==> src/rtl/esp32_stream_scheduler_pkg.sv <==
// Shared definitions for the ESP32 stream scheduler.
//   TAG_W / PAYLOAD_W  : field widths of one 32-bit stream word
//   TAG_HEARTBEAT      : tag reserved for heartbeat words
//   stream_word_t      : packed {tag, payload} word as written to the FIFO
//   make_word          : packs a tag and payload into a stream_word_t
package esp32_stream_pkg;

  localparam int TAG_W     = 4;
  localparam int PAYLOAD_W = 28;
  localparam int WORD_W    = TAG_W + PAYLOAD_W;

  localparam logic [TAG_W-1:0] TAG_HEARTBEAT = 4'hF;

  typedef struct packed {
    logic [TAG_W-1:0]     tag;
    logic [PAYLOAD_W-1:0] payload;
  } stream_word_t;

  function automatic stream_word_t make_word(input logic [TAG_W-1:0] tag,
                                             input logic [PAYLOAD_W-1:0] payload);
    stream_word_t w;
    w.tag     = tag;
    w.payload = payload;
    return w;
  endfunction

endpackage

==> src/rtl/esp32_stream_scheduler_if.sv <==
// Producer handshake plus FIFO write port of the stream scheduler.
//   src_valid/src_data/src_ready : NUM_SRC producers, payload i at [28*i +: 28]
//   fifo_almost_full/fifo_full   : FIFO status
//   fifo_wr_en/fifo_data         : FIFO write port
// master = the scheduler, slave = producers plus FIFO.
interface esp32_stream_scheduler_if #(
  parameter int NUM_SRC = 3
);

  logic [NUM_SRC-1:0]                            src_valid;
  logic [NUM_SRC*esp32_stream_pkg::PAYLOAD_W-1:0] src_data;
  logic [NUM_SRC-1:0]                            src_ready;
  logic                                          fifo_almost_full;
  logic                                          fifo_full;
  logic                                          fifo_wr_en;
  logic [esp32_stream_pkg::WORD_W-1:0]           fifo_data;

  modport master (
    input  src_valid, src_data, fifo_almost_full, fifo_full,
    output src_ready, fifo_wr_en, fifo_data
  );

  modport slave (
    output src_valid, src_data, fifo_almost_full, fifo_full,
    input  src_ready, fifo_wr_en, fifo_data
  );

endinterface

==> src/rtl/esp32_stream_scheduler_rr_arbiter.sv <==
// Combinational round-robin arbiter: the first requester at or after ptr
// (modulo N) wins.
//   req     : request vector
//   ptr     : search start index (kept by the parent)
//   gnt     : one-hot grant, all zero when nothing requests
//   gnt_idx : index of the winner (0 when nothing requests)
//   any     : at least one request present
module rr_arbiter #(
  parameter int N     = 3,
  parameter int IDX_W = (N > 1) ? $clog2(N) : 1
) (
  input  logic [N-1:0]     req,
  input  logic [IDX_W-1:0] ptr,
  output logic [N-1:0]     gnt,
  output logic [IDX_W-1:0] gnt_idx,
  output logic             any
);

  // Rotating search from ptr; the first hit latches the index, later hits are ignored.
  always_comb begin
    int j;
    j       = 0;
    gnt_idx = '0;
    any     = 1'b0;
    for (int k = 0; k < N; k++) begin
      j       = (int'(ptr) + k) % N;
      gnt_idx = (!any && req[j]) ? IDX_W'(j) : gnt_idx;
      any     = any | req[j];
    end
    gnt = any ? (N'(1) << gnt_idx) : '0;
  end

endmodule

==> src/rtl/esp32_stream_scheduler.sv <==
// Multi-source scheduler in front of the ESP32 stream FIFO write port.
// Round-robin arbitration of NUM_SRC producers, source-tagged words, lossy
// drop counting under backpressure and a periodic heartbeat word.
//   clk, rst_n   : clock, async active-low reset
//   enable       : low = no grants, no drops, heartbeat timer frozen
//   bus          : producer handshake + FIFO write port (master side)
//   drop_count   : saturating count of discarded lossy words
//   overflow_err : sticky, a write was issued while the FIFO was full
module esp32_stream_scheduler
  import esp32_stream_pkg::*;
#(
  parameter int                 NUM_SRC    = 3,
  parameter logic [NUM_SRC-1:0] LOSSY_MASK = 3'b001,
  parameter int                 HB_PERIOD  = 54000,
  parameter int                 DROP_W     = 16
) (
  input  logic                      clk,
  input  logic                      rst_n,
  input  logic                      enable,
  esp32_stream_scheduler_if.master  bus,
  output logic [DROP_W-1:0]         drop_count,
  output logic                      overflow_err
);

  localparam int PTR_W = (NUM_SRC > 1) ? $clog2(NUM_SRC) : 1;
  localparam logic [DROP_W+4:0] DROP_MAX = {5'b0_0000, {DROP_W{1'b1}}};

  logic [PTR_W-1:0]   rr_ptr_r;
  logic [31:0]        hb_cnt_r;
  logic               hb_pend_r;
  logic [11:0]        hb_seq_r;
  logic               fifo_wr_en_r;
  stream_word_t       fifo_data_r;
  logic [DROP_W-1:0]  drop_count_r;
  logic               overflow_err_r;

  logic [NUM_SRC-1:0] arb_gnt_s;
  logic [PTR_W-1:0]   arb_idx_s;
  logic               arb_any_s;
  logic [PTR_W-1:0]   rr_next_s;
  logic               grant_ok_s;
  logic               drop_mode_s;
  logic               hb_grant_s;
  logic               src_grant_s;
  logic               hb_expire_s;
  logic [NUM_SRC-1:0] drop_mask_s;
  logic [4:0]         drop_inc_s;
  logic [DROP_W+4:0]  drop_sum_s;
  logic [DROP_W-1:0]  drop_sat_s;
  logic [15:0]        drop16_s;
  logic [NUM_SRC-1:0] src_ready_s;

  rr_arbiter #(.N(NUM_SRC), .IDX_W(PTR_W)) u_rr_arbiter (
    .req     (bus.src_valid),
    .ptr     (rr_ptr_r),
    .gnt     (arb_gnt_s),
    .gnt_idx (arb_idx_s),
    .any     (arb_any_s)
  );

  assign grant_ok_s  = enable & ~bus.fifo_almost_full;
  assign drop_mode_s = enable & bus.fifo_almost_full;
  // A pending heartbeat owns the slot ahead of every producer.
  assign hb_grant_s  = grant_ok_s & hb_pend_r;
  assign src_grant_s = grant_ok_s & ~hb_pend_r & arb_any_s;
  assign hb_expire_s = (HB_PERIOD != 0) && enable && (hb_cnt_r == 32'(HB_PERIOD - 1));
  assign rr_next_s   = (arb_idx_s == PTR_W'(NUM_SRC - 1)) ? '0 : arb_idx_s + PTR_W'(1);

  assign drop_mask_s = bus.src_valid & LOSSY_MASK;
  assign drop_inc_s  = 5'($countones(drop_mask_s));
  assign drop_sum_s  = (DROP_W + 5)'(drop_count_r) + (DROP_W + 5)'(drop_inc_s);
  assign drop_sat_s  = (drop_sum_s > DROP_MAX) ? '1 : drop_sum_s[DROP_W-1:0];
  // Heartbeat carries the low 16 bits of the drop counter, zero-extended if narrower.
  assign drop16_s    = 16'(drop_count_r);

  // Ready: the granted producer, or every valid lossy producer while throttled; forced low in reset.
  always_comb begin
    src_ready_s = '0;
    if (!rst_n) begin
      src_ready_s = '0;
    end else if (src_grant_s) begin
      src_ready_s = arb_gnt_s;
    end else if (drop_mode_s) begin
      src_ready_s = drop_mask_s;
    end else begin
      src_ready_s = '0;
    end
  end

  // Output register and round-robin pointer update.
  always_ff @(posedge clk or negedge rst_n) begin
    if (!rst_n) begin
      fifo_wr_en_r <= 1'b0;
      fifo_data_r  <= '0;
      rr_ptr_r     <= '0;
    end else begin
      fifo_wr_en_r <= hb_grant_s | src_grant_s;
      if (hb_grant_s) begin
        fifo_data_r <= make_word(TAG_HEARTBEAT, {hb_seq_r, drop16_s});
      end else if (src_grant_s) begin
        fifo_data_r <= make_word(TAG_W'(arb_idx_s),
                                 bus.src_data[PAYLOAD_W*arb_idx_s +: PAYLOAD_W]);
      end else begin
        fifo_data_r <= fifo_data_r;
      end
      if (src_grant_s) begin
        rr_ptr_r <= rr_next_s;
      end else begin
        rr_ptr_r <= rr_ptr_r;
      end
    end
  end

  // Heartbeat timer: expiry sets pending even in the cycle the previous heartbeat is granted.
  always_ff @(posedge clk or negedge rst_n) begin
    if (!rst_n) begin
      hb_cnt_r  <= 32'd0;
      hb_pend_r <= 1'b0;
      hb_seq_r  <= 12'd0;
    end else begin
      if (hb_expire_s) begin
        hb_cnt_r  <= 32'd0;
        hb_pend_r <= 1'b1;
      end else begin
        if (enable && (HB_PERIOD != 0)) begin
          hb_cnt_r <= hb_cnt_r + 32'd1;
        end else begin
          hb_cnt_r <= hb_cnt_r;
        end
        if (hb_grant_s) begin
          hb_pend_r <= 1'b0;
        end else begin
          hb_pend_r <= hb_pend_r;
        end
      end
      if (hb_grant_s) begin
        hb_seq_r <= hb_seq_r + 12'd1;
      end else begin
        hb_seq_r <= hb_seq_r;
      end
    end
  end

  // Saturating drop counter for lossy words discarded under backpressure.
  always_ff @(posedge clk or negedge rst_n) begin
    if (!rst_n) begin
      drop_count_r <= '0;
    end else if (drop_mode_s) begin
      drop_count_r <= drop_sat_s;
    end else begin
      drop_count_r <= drop_count_r;
    end
  end

  // Sticky overflow flag: a registered write landed on a full FIFO.
  always_ff @(posedge clk or negedge rst_n) begin
    if (!rst_n) begin
      overflow_err_r <= 1'b0;
    end else if (fifo_wr_en_r && bus.fifo_full) begin
      overflow_err_r <= 1'b1;
    end else begin
      overflow_err_r <= overflow_err_r;
    end
  end

  assign bus.src_ready  = src_ready_s;
  assign bus.fifo_wr_en = fifo_wr_en_r;
  assign bus.fifo_data  = fifo_data_r;
  assign drop_count     = drop_count_r;
  assign overflow_err   = overflow_err_r;

endmodule

==> src/flat_wrapper.sv <==
// flat-port wrapper written by rule: the top's interface ports become plain ports
module esp32_stream_scheduler_flat import esp32_stream_pkg::*;
#(
  parameter int                 NUM_SRC    = 3,
  parameter logic [NUM_SRC-1:0] LOSSY_MASK = 3'b001,
  parameter int                 HB_PERIOD  = 54000,
  parameter int                 DROP_W     = 16
)
  (clk, rst_n, enable, drop_count, overflow_err, bus_src_valid, bus_src_data, bus_fifo_almost_full, bus_fifo_full, bus_src_ready, bus_fifo_wr_en, bus_fifo_data);
  esp32_stream_scheduler_if #(.NUM_SRC(NUM_SRC)) bus_i ();
  input  logic clk;
  input  logic rst_n;
  input  logic enable;
  output logic [DROP_W-1:0] drop_count;
  output logic overflow_err;
  input wire logic [$bits(bus_i.src_valid)-1:0] bus_src_valid;
  input wire logic [$bits(bus_i.src_data)-1:0] bus_src_data;
  input wire logic [$bits(bus_i.fifo_almost_full)-1:0] bus_fifo_almost_full;
  input wire logic [$bits(bus_i.fifo_full)-1:0] bus_fifo_full;
  output wire logic [$bits(bus_i.src_ready)-1:0] bus_src_ready;
  output wire logic [$bits(bus_i.fifo_wr_en)-1:0] bus_fifo_wr_en;
  output wire logic [$bits(bus_i.fifo_data)-1:0] bus_fifo_data;
  assign bus_i.src_valid = bus_src_valid;
  assign bus_i.src_data = bus_src_data;
  assign bus_i.fifo_almost_full = bus_fifo_almost_full;
  assign bus_i.fifo_full = bus_fifo_full;
  assign bus_src_ready = bus_i.src_ready;
  assign bus_fifo_wr_en = bus_i.fifo_wr_en;
  assign bus_fifo_data = bus_i.fifo_data;
  esp32_stream_scheduler #(.NUM_SRC(NUM_SRC), .LOSSY_MASK(LOSSY_MASK), .HB_PERIOD(HB_PERIOD), .DROP_W(DROP_W)) u_core (.clk(clk), .rst_n(rst_n), .enable(enable), .bus(bus_i), .drop_count(drop_count), .overflow_err(overflow_err));
endmodule
==> config.mk <==
export PLATFORM = sky130hd
export DESIGN_NAME = esp32_stream_scheduler_flat
export DESIGN_NICKNAME = d
export VERILOG_FILES = /design/src/rtl/esp32_stream_scheduler_pkg.sv /design/src/rtl/esp32_stream_scheduler_if.sv /design/src/rtl/esp32_stream_scheduler_rr_arbiter.sv /design/src/rtl/esp32_stream_scheduler.sv /design/src/flat_wrapper.sv
export SDC_FILE = /design/constraint.sdc
export NUM_CORES = 1
export LEC_CHECK = 0
export CAP_MARGIN = 20
export CELL_PAD_IN_SITES_DETAIL_PLACEMENT = 1
export CELL_PAD_IN_SITES_GLOBAL_PLACEMENT = 1
export CORE_ASPECT_RATIO = 1.2
export CORE_UTILIZATION = 35
export CTS_CLUSTER_DIAMETER = 60
export DETAILED_ROUTE_END_ITERATION = 10
export MAX_ROUTING_LAYER = met4
export PLACE_DENSITY = 0.82
export SLEW_MARGIN = 20
export SYNTH_ARGS = -nofsm -noshare
export SYNTH_HDL_FRONTEND = slang
export SYNTH_SLANG_ARGS = --single-unit
==> constraint.sdc <==
create_clock -name clk -period 5.2 [get_ports clk]
set_clock_uncertainty 0.2 [all_clocks]
set_input_delay 1.3 -clock clk [delete_from_list [all_inputs] [get_ports clk]]
set_output_delay 1.3 -clock clk [all_outputs]
set_load 0.01 [all_outputs]
## Yosys cells after proc, flatten, opt, wreduce, memory -nomap -nowiden

Cells that the tools add are included.

- Bits in registers: 97
- Output and inout bits: 53
- Logic and storage cells: 70

- Add/sub/neg operators: 6
- Multiply operators: 1
- Div/mod/pow operators: 3
- Order comparisons: 4
- Equality and inequality tests: 2
- Shift-type cells: 2
- Mux-type cells: 24
- Bitwise gates (word level): 10
- Reduce and logical (&&, ||, !) cells: 9

Operator list:

| kind | count |
|---|---|
| 2-to-1 mux 32 bit | 4 |
| < comparator 32 x 4 -> 1 bit (second input constant) | 3 |
| indexed part select 84 x 8 -> 28 bit | 1 |
| modulo 32 x 3 -> 32 bit (second input constant) | 2 |
| adder 32 x 1 -> 32 bit (second input constant) | 1 |
| == test 32 x 16 -> 1 bit (second input constant) | 1 |
| modulo 3 x 3 -> 32 bit (second input constant) | 1 |
| > comparator 21 x 16 -> 1 bit (second input constant) | 1 |
| adder 16 x 1 -> 17 bit | 1 |
| 2-to-1 mux 16 bit | 1 |
| adder 12 x 1 -> 12 bit (second input constant) | 1 |
| 2-to-1 mux 1 bit | 9 |
| 2-to-1 mux 3 bit | 3 |
| 2-to-1 mux 2 bit | 4 |
| binary-select mux 1 bit (select 2 bit) | 3 |
| nonzero test 2 bit | 3 |
| AND 1 bit | 5 |
| multiplier 3 x 2 -> 5 bit (first input constant) | 1 |
| logical AND 1 bit | 4 |
| adder 2 x 1 -> 3 bit (second input constant) | 1 |
| adder 2 x 2 -> 3 bit (second input constant) | 1 |
| OR 1 bit | 3 |
| << shifter 1 x 2 -> 3 bit (first input constant) | 1 |
| adder 2 x 1 -> 2 bit (second input constant) | 1 |
| 3 further kinds | 5 |

## Longest topological paths before layout

Gate-level depths: netlist of the first run.

- Depth in word-level cells: 13
- Mapped depth: 10
- Mapped depth without buffers: 7

## By module

From an unflattened synthesis of the first run, not the netlist that was laid out.

- Cells, all modules: 563
- Area total of the unflattened synthesis: 5,270.1 µm²

Modules (own cells, without submodules):

| module | instances | cells each | area an instance (µm²) | sequential area each (µm²) |
|---|---|---|---|---|
| esp32_stream_scheduler | 1 | 525 | 4,981.0 | 2,402.3 |
| rr_arbiter | 1 | 38 | 289.0 | 0.0 |

## Least setup slack after synthesis of the first run

No wires, ideal clock.

- Path type: input port to output port
- From: input port bus_src_valid[2]
- To: output port bus_src_ready[1]
- Arrival time: 2.650 ns
- Required time: 3.700 ns
- Path slack: 1.050 ns
- Cell stages on the path: 6
- Cells stage by stage: a21o_1 a21boi_0 and2_1 clkbuf_1 clkbuf_1 and3_1

- Cells in the longest elaborated chain, start to end: 11
- Elaborated cells between the ends (all ways): 23
- Classes of those cells: shift (1); mux (15); bitwise (3); reduce/logical (4)

Ends and longest elaborated chain:

| element | line | source |
|---|---|---|
| start: declaration | flat_wrapper.sv:16 | `input wire logic [$bits(bus_i.src_valid)-1:0] bus_src_valid;` |
| binary-select mux 1 bit (select 2 bit) | esp32_stream_scheduler_rr_arbiter.sv:27, esp32_stream_scheduler_rr_arbiter.sv:28 |  |
| 2-to-1 mux 1 bit (not written as such) (2 in a row) | esp32_stream_scheduler_rr_arbiter.sv:27, esp32_stream_scheduler_rr_arbiter.sv:28 |  |
| logical NOT 1 bit / OR 1 bit (equally long branches) | esp32_stream_scheduler_rr_arbiter.sv:27, esp32_stream_scheduler_rr_arbiter.sv:28 |  |
| logical AND 1 bit / logical NOT 1 bit (equally long branches) | esp32_stream_scheduler_rr_arbiter.sv:27 | `gnt_idx = (!any && req[j]) ? IDX_W'(j) : gnt_idx;` |
| 2-to-1 mux 2 bit / logical AND 1 bit (equally long branches) | esp32_stream_scheduler_rr_arbiter.sv:27 |  |
| 2-to-1 mux 2 bit | esp32_stream_scheduler_rr_arbiter.sv:27 |  |
| << shifter 1 x 2 -> 3 bit | esp32_stream_scheduler_rr_arbiter.sv:30 | `gnt = any ? (N'(1) << gnt_idx) : '0;` |
| 2-to-1 mux 3 bit | esp32_stream_scheduler_rr_arbiter.sv:30 |  |
| 2-to-1 mux 3 bit (*) | esp32_stream_scheduler.sv:81 | `end else if (src_grant_s) begin` |
| 2-to-1 mux 3 bit (*) | esp32_stream_scheduler.sv:79 | `if (!rst_n) begin` |
| end: declaration | flat_wrapper.sv:20 | `output wire logic [$bits(bus_i.src_ready)-1:0] bus_src_ready;` |

Every way passes the cells marked *; elsewhere a longest branch is shown, timed or not. The select of a mux whose other input is x is not followed.

## Final worst setup path of the first run

Same ends and word-level chain as after synthesis.

==> metrics, run 1 <==
worst setup path end bus_src_ready[1]; Worst VDD drop 0.0002009 V; dpl cell area 0.006499 mm^2; vias post-DR 4537; worst min path class register to register; DRC violations left 0; status completed; Worst-Skew Late Latency 0.35 ns; slowest cell delay on critical path 0.58 ns; initial antenna violation count 1; 1st-iter DRT viols 187; Setup TNS 0 ns; CP max FO 7; worst setup path start bus_src_valid[2]; worst-case reg-to-reg path depth 7; Sink Count 96; PwrDens 427.6 mW/mm^2; CP arrival 3.49 ns; DIE AREA 0.01430 mm^2; ys flop type dfrtp_1; H-tree lvl count 3; worst slew pin tran 0.7485 ns; critical path capture point type primary output; port bufs 144; number of global-route vias before repair 4999; post-synthesis sequential area ratio 0.4965; Crit path max-delay family buffers and inverters; CTS Buf Count 9; fill count 1491; met2 routed WL 8.106 mm; Top Metal Used met4; Worst EP required 3.70 ns; Final Wtd Congestion 0.8468; Total GRT Usage 0.2444; RR Endpoint u_core.bus.fifo_data[7]; Core Footprint 0.01335 mm^2; synth unique cells 54; Bufs and invs on worst path 3; share of cells above drive strength 1 0.07064; clk root buf clkbuf_16; Core Rows 46; Post-DP HPWL 11.78 mm; top achievable clock speed 0.2006 GHz; hold buffer count at cts 0; I/O pins 145; LEAKAGE 2.919 nW; TritonRoute pass-1 iters 4; Syn Nets 585; max_slew headroom 0.4964; Mapped Avg Cell Area 9.935 um^2; Max-Cap Viols 0; Post-synth EDFFs 0; critical path, cell by cell clkdlybuf4s50_1 > nor4bb_2 > or3_1 > nor3_2 > buf_4 > and3_1 > clkdlybuf4s50_1; Initial Utilization 0.3624; CP startpoint kind input port; first-pass GRT wire length 25.51 mm; Worst-path clk slew 0.07 ns; Setup Crit Path Kind input port to primary output; number of nets with antenna violations after routing 0; Hold Vio Cnt, Final 0; RSZ-0062 raised after global routing no; Metal-1 WL 6.279 mm; largest net degree at the start of global routing 51; Reg2Reg Setup Slack 2.16 ns; Worst R2R Start u_core.rr_ptr_r[0]; Syn Inst Count 487; YS warnings 0; most used cell, CP clkdlybuf4s50_1; area delta synth->final 41.43%; Design Area, Final 0.006843 mm^2; Slew Viols, Final 0; final period utilization 0.9587; die width 109.3 um; Layout Nets 730; #FFs+latches synth 96; Slowest cell on crit path clkdlybuf4s50_1; Final setup viols 0; synthesized area 0.004838 mm^2; metal3 WL 1.026 mm; DR vias/cell 5.629; number of stages on the worst setup path 7; asr flop ratio synth 1.000; post-DR wirelength/cell 19.85 um; chip height 130.8 um; Clock Tree Buf Depth 2; minimum clock period 4.985 ns; Total Routed Length 16.00 mm; GRT overflow 0; CTS tree done
## state kept, by name (all words and copies together), names as in the netlist
name	count
u_core.hb_cnt_r	32
u_core.bus.fifo_data	31
u_core.drop_count	16
u_core.hb_seq_r	12
u_core.rr_ptr_r	2
u_core.bus.fifo_wr_en	1
u_core.hb_pend_r	1
u_core.overflow_err	1
## routing by layer
| layer | track usage | up-vias |
|---|---|---|
| met5 | - | - |
| met4 | 0.1239 | 0 |
| met3 | 0.06746 | 45 |
| met2 | 0.4062 | 146 |
| met1 | 0.2674 | 2257 |
| li1 | - | 2089 |
## Yosys cell counts, drive strengths merged (2+ instances only)
cell	count	area share
inv	10	0.0078
nor4b	2	0.0036
o21ai	7	0.0072
and4	9	0.017
o22ai	26	0.034
nor3b	3	0.0047
a21boi	3	0.0047
nand2	73	0.057
and2	2	0.0026
o41ai	2	0.0052
a21o	5	0.0080
mux2	3	0.0078
o22a	2	0.0036
nor4bb	2	0.0041
xnor2	29	0.052
ha	6	0.016
a221o	4	0.0083
xor2	19	0.034
nand4	17	0.022
a21oi	29	0.030
clkbuf	15	0.012
nand3	17	0.018
nor2	26	0.021
and3	9	0.012
or3	3	0.0049
or4	2	0.0031
nor3	12	0.012
a221oi	26	0.047
buf	8	0.0093
dfrtp	96	0.50
mux2i	2	0.0041
nand3b	2	0.0031
nor4	6	0.012
## report_power, final
group / internal [W] / switching (W)
Sequential: 0.000912 / 0.000145
Combinational: 0.000546 / 0.000583
Clock: 0.000428 / 0.000311
## per-stage QoR
| step | total power, W | util | instances | hold slack [ns] | setup WS [ns] |
|---|---|---|---|---|---|
| 2_1_floorplan | 0.001596 | - | 487 | 0.2458 | 1.050 |
| 4_1_cts | 0.002947 | 0.5113 | 805 | 0.2699 | 0.02605 |
| 6_report | 0.002926 | 0.5125 | 806 | 0.2653 | 0.2145 |
| 3_3_place_gp | 0.002139 | 0.4867 | 789 | 0.2405 | 0.1962 |
| 3_5_place_dp | 0.002197 | 0.4867 | 789 | 0.2543 | 0.03159 |
| 5_1_grt | 0.003094 | 0.5125 | 806 | 0.2950 | 0.07429 |
## layout make-up
cell class	count	area, um^2	share of cell area
Timing Repair Buffer	157	1536	0.2245
Tap cell	168	210.2	0.03072
Clock inverter	7	103.9	0.01518
Antenna cell	1	2.502	0.0003657
Sequential cell	96	2402	0.3511
Clock buffer	9	225.2	0.03291
Multi-Input combinational cell	358	2325	0.3397
Inverter	10	37.54	0.005485
## worst reg2reg max path, delay by kind of cell (launching register included)
family / cells / cell delay, ns
compound gates: 2 / 0.55
buf+inv: 1 / 0.07
simple gates: 3 / 1.35
fa+ha+maj: 1 / 0.39
flops: 1 / 0.36
## layout by cell type, fill, tap and decap left out, types with 2 or more instances in the layout
master,count
clkdlybuf4s50_1,143
dfrtp_1,96
nand2_1,73
xnor2_1,29
a21oi_1,28
a221oi_1,26
o22ai_1,26
nor2_1,25
xor2_1,19
nand3_1,17
nand4_1,17
buf_4,14
nor3_1,11
inv_1,10
and3_1,9
clkbuf_16,9
and4_1,8
o21ai_0,7
ha_1,6
a21o_1,4
nor4_1,4
a221o_1,4
a21boi_0,3
nor3b_1,3
and2_1,2
nor4b_1,2
nand3b_1,2
or4_1,2
mux2i_1,2
mux2_2,2
o22a_1,2
clkinvlp_4,2
bufinv_16,2
## what timing repair did
| item | in CTS | in global routing |
|---|---|---|
| buffers inserted | 0 | 0 |
| resized for setup | 0 | 2 |
| endpoints found under the setup margin | 0 | 3 |
## kinds of logic after synthesis
| family | after synthesis | share of synthesized area |
|---|---|---|
| AND/OR/NAND/NOR | 187 | 0.1989 |
| buffers and inverters | 33 | 0.02870 |
| flip-flops | 96 | 0.4965 |
| multiplexers | 5 | 0.01189 |
| XOR/XNOR | 48 | 0.08689 |
| adder cells (fa/ha/maj) | 6 | 0.01552 |
| AO/OA/AOI/OAI | 112 | 0.1616 |
## worst min path at each step
stage                   startpoint                   to  slack [ns]  cells past startpoint
3_3_place_gp   u_core.overflow_err  u_core.overflow_err        0.24                      1
6_report       u_core.overflow_err  u_core.overflow_err        0.27                      1
2_1_floorplan  u_core.hb_seq_r[11]  u_core.hb_seq_r[11]        0.25                      1
3_5_place_dp   u_core.overflow_err  u_core.overflow_err        0.25                      1
5_1_grt        u_core.overflow_err  u_core.overflow_err        0.30                      1
4_1_cts        u_core.overflow_err  u_core.overflow_err        0.27                      1
Note: power is estimated with default switching activity, not from simulation.
==> inputs of run 2 (changes only) <==
CAP_MARGIN = default   (was 20)
PLACE_DENSITY = 0.87   (was 0.82)
==> run 2 against run 1 <==
Compared with the run above:
- maximum frequency is 2.5% lower
- die area stayed put
- critical path depth did not move
- global-route usage increased by 1.5 points
- largest cell class unchanged
- setup slack worse by 0.13 ns
- sequential power is essentially flat
- design area shrank 0.91%
==> metrics, run 2 (synthesized netlist as in run 1, its figures left out) <==
Worst VDD drop 0.0002037 V (+1.4%); Worst-Skew Late Latency 0.36 ns (about the same); Setup Crit Path Kind input port to primary output; die width 109.3 um (unchanged); number of nets with antenna violations after routing 0 (unchanged); PwrDens 427.8 mW/mm^2 (about the same); vias post-DR 4573 (+0.79%); CP max FO 7 (unchanged); placed cells 785 (-0.51%); worst slew pin tran 0.9335 ns (+0.1850 ns); area delta synth->final 40.13%; initial antenna violation count 0 (-1); CP arrival 3.61 ns (+0.12 ns); Clock Tree Buf Depth 2 (unchanged); Hold Vio Cnt, Final 0 (unchanged); share of cells above drive strength 1 0.06319 (-0.007452); Design Area, Final 0.006780 mm^2 (-0.91%); Sink Count 96 (unchanged); max FFs per register 32 (unchanged); DIE AREA 0.01430 mm^2 (unchanged); port bufs 144 (unchanged); I/O pins 145 (unchanged); commonest non-fill, non-tap cells in the layout clkdlybuf4s50_1, dfrtp_1, nand2_1; Core Rows 46 (unchanged); 1st-iter DRT viols 206 (+10%); Final Wtd Congestion 0.8616 (+1.7%); Setup TNS 0 ns (unchanged); post-CTS setup repair buffer count 0 (unchanged); max_slew headroom 0.3719 (-0.1245); Final setup viols 0 (unchanged); LEAKAGE 2.890 nW (-1.0%); worst min path class register to register; chip height 130.8 um (unchanged); Layout Utilization 0.5078 (-0.004686); Worst EP required 3.70 ns (about the same); Antenna diodes 0 (-1); Initial Utilization 0.3624 (unchanged); CTS tree done; critical path capture point type primary output; Max-Cap Viols 0 (unchanged); minimum clock period 5.111 ns (+0.1253 ns); dpl cell area 0.006469 mm^2 (-0.46%); Worst-path clk slew 0.07 ns (about the same); clk root buf clkbuf_16; Slew Viols, Final 0 (unchanged); top achievable clock speed 0.1957 GHz (-2.5%); status completed; GRT overflow 0 (unchanged); CTS Buf Count 9 (unchanged); CP startpoint kind input port; TritonRoute pass-1 iters 4 (unchanged); Total Routed Length 16.95 mm (+5.9%); post-DR wirelength/cell 21.17 um (+6.6%); Post-DP HPWL 12.33 mm (+4.7%); DR vias/cell 5.709 (+1.4%); largest net degree at the start of global routing 71 (+39%); Core Footprint 0.01335 mm^2 (unchanged); Total GRT Usage 0.2598 (+0.01539); Non-Filler Instances 801 (-0.62%); commonest non-fill, non-tap cell in the layout clkdlybuf4s50_1; Layout Nets 726 (-0.55%); Power, Total 0.002901 W (-0.86%); Reg with most FFs u_core.hb_cnt_r; first-pass GRT wire length 26.79 mm (+5.0%); DRC violations left 0 (unchanged); H-tree lvl count 3 (unchanged); final period utilization 0.9828 (+0.02410); number of global-route vias before repair 5046 (+0.94%)
run 2: power by group:
group	total, W	internal [W]	leakage [nW]	switching [W]
clock network	0.000691	0.000378	0.147	0.000312
registers	0.00107	0.000912	1.21	0.000159
logic	0.00114	0.000542	1.53	0.000597
total	0.00290	0.00183	2.89	0.00107
run 2: final timing paths:
check / slack, ns / cells after the start / endpoint / from
worst max-delay path: 0.09 / 7 / bus_src_ready[1] / bus_fifo_almost_full
worst min-delay path: 0.29 / 1 / u_core.hb_seq_r[11] / u_core.hb_seq_r[11]
worst max register to register: 2.03 / 7 / u_core.bus.fifo_data[2] / u_core.rr_ptr_r[0]
worst min register to register: 0.29 / 1 / u_core.hb_seq_r[11] / u_core.hb_seq_r[11]
max in group asynchronous: 2.93 / 2 / u_core.hb_cnt_r[11] / rst_n
min in group asynchronous: 0.67 / 1 / u_core.hb_pend_r / rst_n
run 2: layout make-up:
class / instances / area [um^2]
Clock buffer: 9 / 225.2
Multi-Input combinational cell: 358 / 2321
Inverter: 10 / 37.54
Timing Repair Buffer: 153 / 1506
Sequential cell: 96 / 2402
Tap cell: 168 / 210.2
Clock inverter: 7 / 77.57
Fill cell: 1495 / 6573
run 2: timing repair:
action	CTS	global route
resized for setup	0	3
hold buffers	0	0
setup endpoints to repair	0	2
run 2: per-stage QoR:
step | hold WS [ns] | setup slack [ns]
after floorplan | 0.2458 | 1.050
final | 0.2936 | 0.08921
after detailed placement | 0.2795 | 0.06541
after global routing | 0.3063 | -0.02944
after CTS | 0.2872 | 0.04425
after global placement | 0.2493 | 0.1850
run 2: layer usage:
metal	global-route usage	up-vias	wire length, um
met5	-	-	0
met4	0.1153	0	582
met3	0.05704	41	1031
met2	0.4488	181	8776
met1	0.2858	2278	6563
li1	-	2073	-
run 2: critical path, cell delays in order:
cell	delay [ns]
clkdlybuf4s50_1	0.51
nand2b_2	0.29
or3_1	0.35
nor3_1	0.23
buf_4	0.20
and3_1	0.17
clkdlybuf4s50_1	0.55
==> inputs of run 3 (changes only) <==
CORE_MARGIN = 3   (was default)
==> run 3 against run 2 <==
Compared with the run above:
- clock power down 4.5%
- global-route usage down 3.2 points
- flip-flop and latch count did not move
- wire length is 3.2% lower
- via count down 1.0%
- register-to-register slack better by 0.04 ns
- combinational power hardly changed
- design area down 0.15%
- sequential power is essentially flat
- core utilization is 0.075 points lower
- critical path depth unchanged
- critical path type unchanged
- largest power group unchanged
- highest routed layer unchanged
==> metrics, run 3 (synthesized netlist as in run 1, its figures left out) <==
number of global-route vias before repair 5024 (-0.44%); RSZ-0062 raised after global routing no; post-DR wirelength/cell 20.52 um (-3.1%); largest net degree at the start of global routing 70 (-1.4%); Initial Utilization 0.3624 (unchanged); commonest non-fill, non-tap cells in the layout clkdlybuf4s50_1, dfrtp_1, nand2_1; Core Rows 46 (unchanged); minimum clock period 4.968 ns (-0.1428 ns); Slew Viols, Final 0 (unchanged); Layout Nets 726 (unchanged); most used cell, CP clkdlybuf4s50_1; Hold Startpoint u_core.overflow_err; max FFs per register 32 (unchanged); DRC violations left 0 (unchanged); port bufs 144 (unchanged); die width 113.3 um (+3.7%); worst min path class register to register; worst slew pin tran 0.8649 ns (-0.06858 ns); commonest non-fill, non-tap cell in the layout clkdlybuf4s50_1; Total Routed Length 16.41 mm (-3.2%); Hold Vio Cnt, Final 0 (unchanged); Sink Count 96 (unchanged); Design Area, Final 0.006770 mm^2 (-0.15%); RR Endpoint u_core.bus.fifo_data[8]; CP arrival 3.47 ns (-0.14 ns); PwrDens 421.2 mW/mm^2 (-1.6%); TritonRoute pass-1 iters 4 (unchanged); Final Wtd Congestion 0.8677 (+0.71%); final period utilization 0.9554 (-0.02746); Final setup viols 0 (unchanged); Post-DP HPWL 12.05 mm (-2.2%); Clock Tree Buf Depth 2 (unchanged); Setup TNS 0 ns (unchanged); Worst R2R Start u_core.rr_ptr_r[0]; worst hold stages 1 (unchanged); status completed; slowest cell delay on critical path 0.54 ns (about the same); LEAKAGE 2.884 nW (-0.20%); Core Footprint 0.01335 mm^2 (unchanged); CTS Buf Count 9 (unchanged); Worst VDD drop 0.0002126 V (+4.4%); DR vias/cell 5.659 (-0.88%); critical path capture point type primary output; CP max FO 7 (unchanged); Reg2Reg Setup Slack 2.07 ns (+0.04 ns); I/O pins 145 (unchanged); max_slew headroom 0.4234 (+0.05146); critical path, cell by cell clkdlybuf4s50_1 > nor4bb_2 > or3_1 > nor3_2 > buf_4 > and3_1 > clkdlybuf4s50_1; area delta synth->final 39.93%; WHS Endpoint u_core.overflow_err; first-pass GRT wire length 26.38 mm (-1.5%); worst-case reg-to-reg path depth 7 (unchanged); worst setup path start bus_src_valid[1]; Total GRT Usage 0.2276 (-0.03219); number of nets with antenna violations after routing 0 (unchanged); share of cells above drive strength 1 0.06013 (-0.003065); H-tree lvl count 3 (unchanged); Slowest cell on crit path nor4bb_2; Reg with most FFs u_core.hb_cnt_r; 1st-iter DRT viols 214 (+3.9%); Worst EP required 3.70 ns (about the same); Worst-Skew Late Latency 0.34 ns (-0.02 ns); Setup Crit Path Kind input port to primary output; Antenna diodes 0 (unchanged); hold buffer count at cts 0 (unchanged); CP startpoint kind input port; dpl cell area 0.006469 mm^2 (unchanged); vias post-DR 4527 (-1.0%); chip height 134.8 um (+3.1%); CTS tree done; clk root buf clkbuf_16; DIE AREA 0.01528 mm^2 (+6.8%); Worst-path clk slew 0.06 ns (about the same); Max-Cap Viols 0 (unchanged); initial antenna violation count 0 (unchanged); GRT overflow 0 (unchanged); top achievable clock speed 0.2013 GHz (+2.9%)
==> run 3: cell types whose count changed in the layout (fill, tap and decap cells not counted) <==
cell and delta:
inv_6 -3, a21boi_0 +1, or3_1 -1, nor3_1 -1
clkbuf_1 +2, a21boi_1 -1, nor3_2 +1, nand2b_1 +1
nand2b_2 -1, clkbuf_8 +1, or3_2 +1, clkinv_4 -1
==> run 3: how the worst max path moves through the flow <==
stage / to / slack (ns) / cells past startpoint
CTS: bus_src_ready[1] / 0.09 / 7
floorplan: bus_src_ready[1] / 1.05 / 6
finish: bus_src_ready[1] / 0.23 / 7
global route: bus_src_ready[0] / 0.09 / 7
global placement: bus_src_ready[1] / 0.18 / 7
detailed placement: bus_src_ready[1] / 0.09 / 7
==> run 3: routing by layer <==
metal / wire length, um / track usage / vias up
met1: 6586 / 0.2573 / 2286
met2: 8471 / 0.3962 / 148
li1: - / - / 2074
met4: 303 / 0.06880 / 0
met5: 0 / - / -
met3: 1053 / 0.05827 / 19
==> run 3: stage by stage <==
step | setup slack, ns | instances | utilization | total power [W] | hold WS [ns]
4_1_cts | 0.08564 | 800 | 0.5061 | 0.002865 | 0.2763
3_3_place_gp | 0.1765 | 785 | 0.4844 | 0.002140 | 0.2388
2_1_floorplan | 1.050 | 487 | - | 0.001596 | 0.2458
3_5_place_dp | 0.08563 | 785 | 0.4844 | 0.002196 | 0.2583
6_report | 0.2320 | 800 | 0.5070 | 0.002851 | 0.2653
5_1_grt | 0.08985 | 800 | 0.5070 | 0.003020 | 0.2978
==> run 3: power breakdown <==
group / switching (W) / internal [W] / leakage [nW] / total, W
clock network: 0.000276 / 0.000383 / 0.139 / 0.000660
registers: 0.000150 / 0.000912 / 1.21 / 0.00106
logic: 0.000589 / 0.000541 / 1.53 / 0.00113
total: 0.00101 / 0.00184 / 2.88 / 0.00285
==> run 3: what timing repair did <==
item / CTS / global route
resized for setup: 0 / 2
setup buffers: 0 / 0
setup endpoints to repair: 0 / 2
==> run 3: worst max-delay path, delay by kind of cell <==
family	cells	cell delay (ns)
buffers and inverters	3	1.17
AND/OR/NAND/NOR	4	0.98
==> run 3: cell type report <==
cell class | count | area (um^2)
Timing Repair Buffer | 153 | 1506
Multi-Input combinational cell | 358 | 2325
Fill cell | 1512 | 6583
Inverter | 10 | 37.54
Clock inverter | 3 | 42.54
Sequential cell | 96 | 2402
Tap cell | 168 | 210.2
Clock buffer | 12 | 246.5
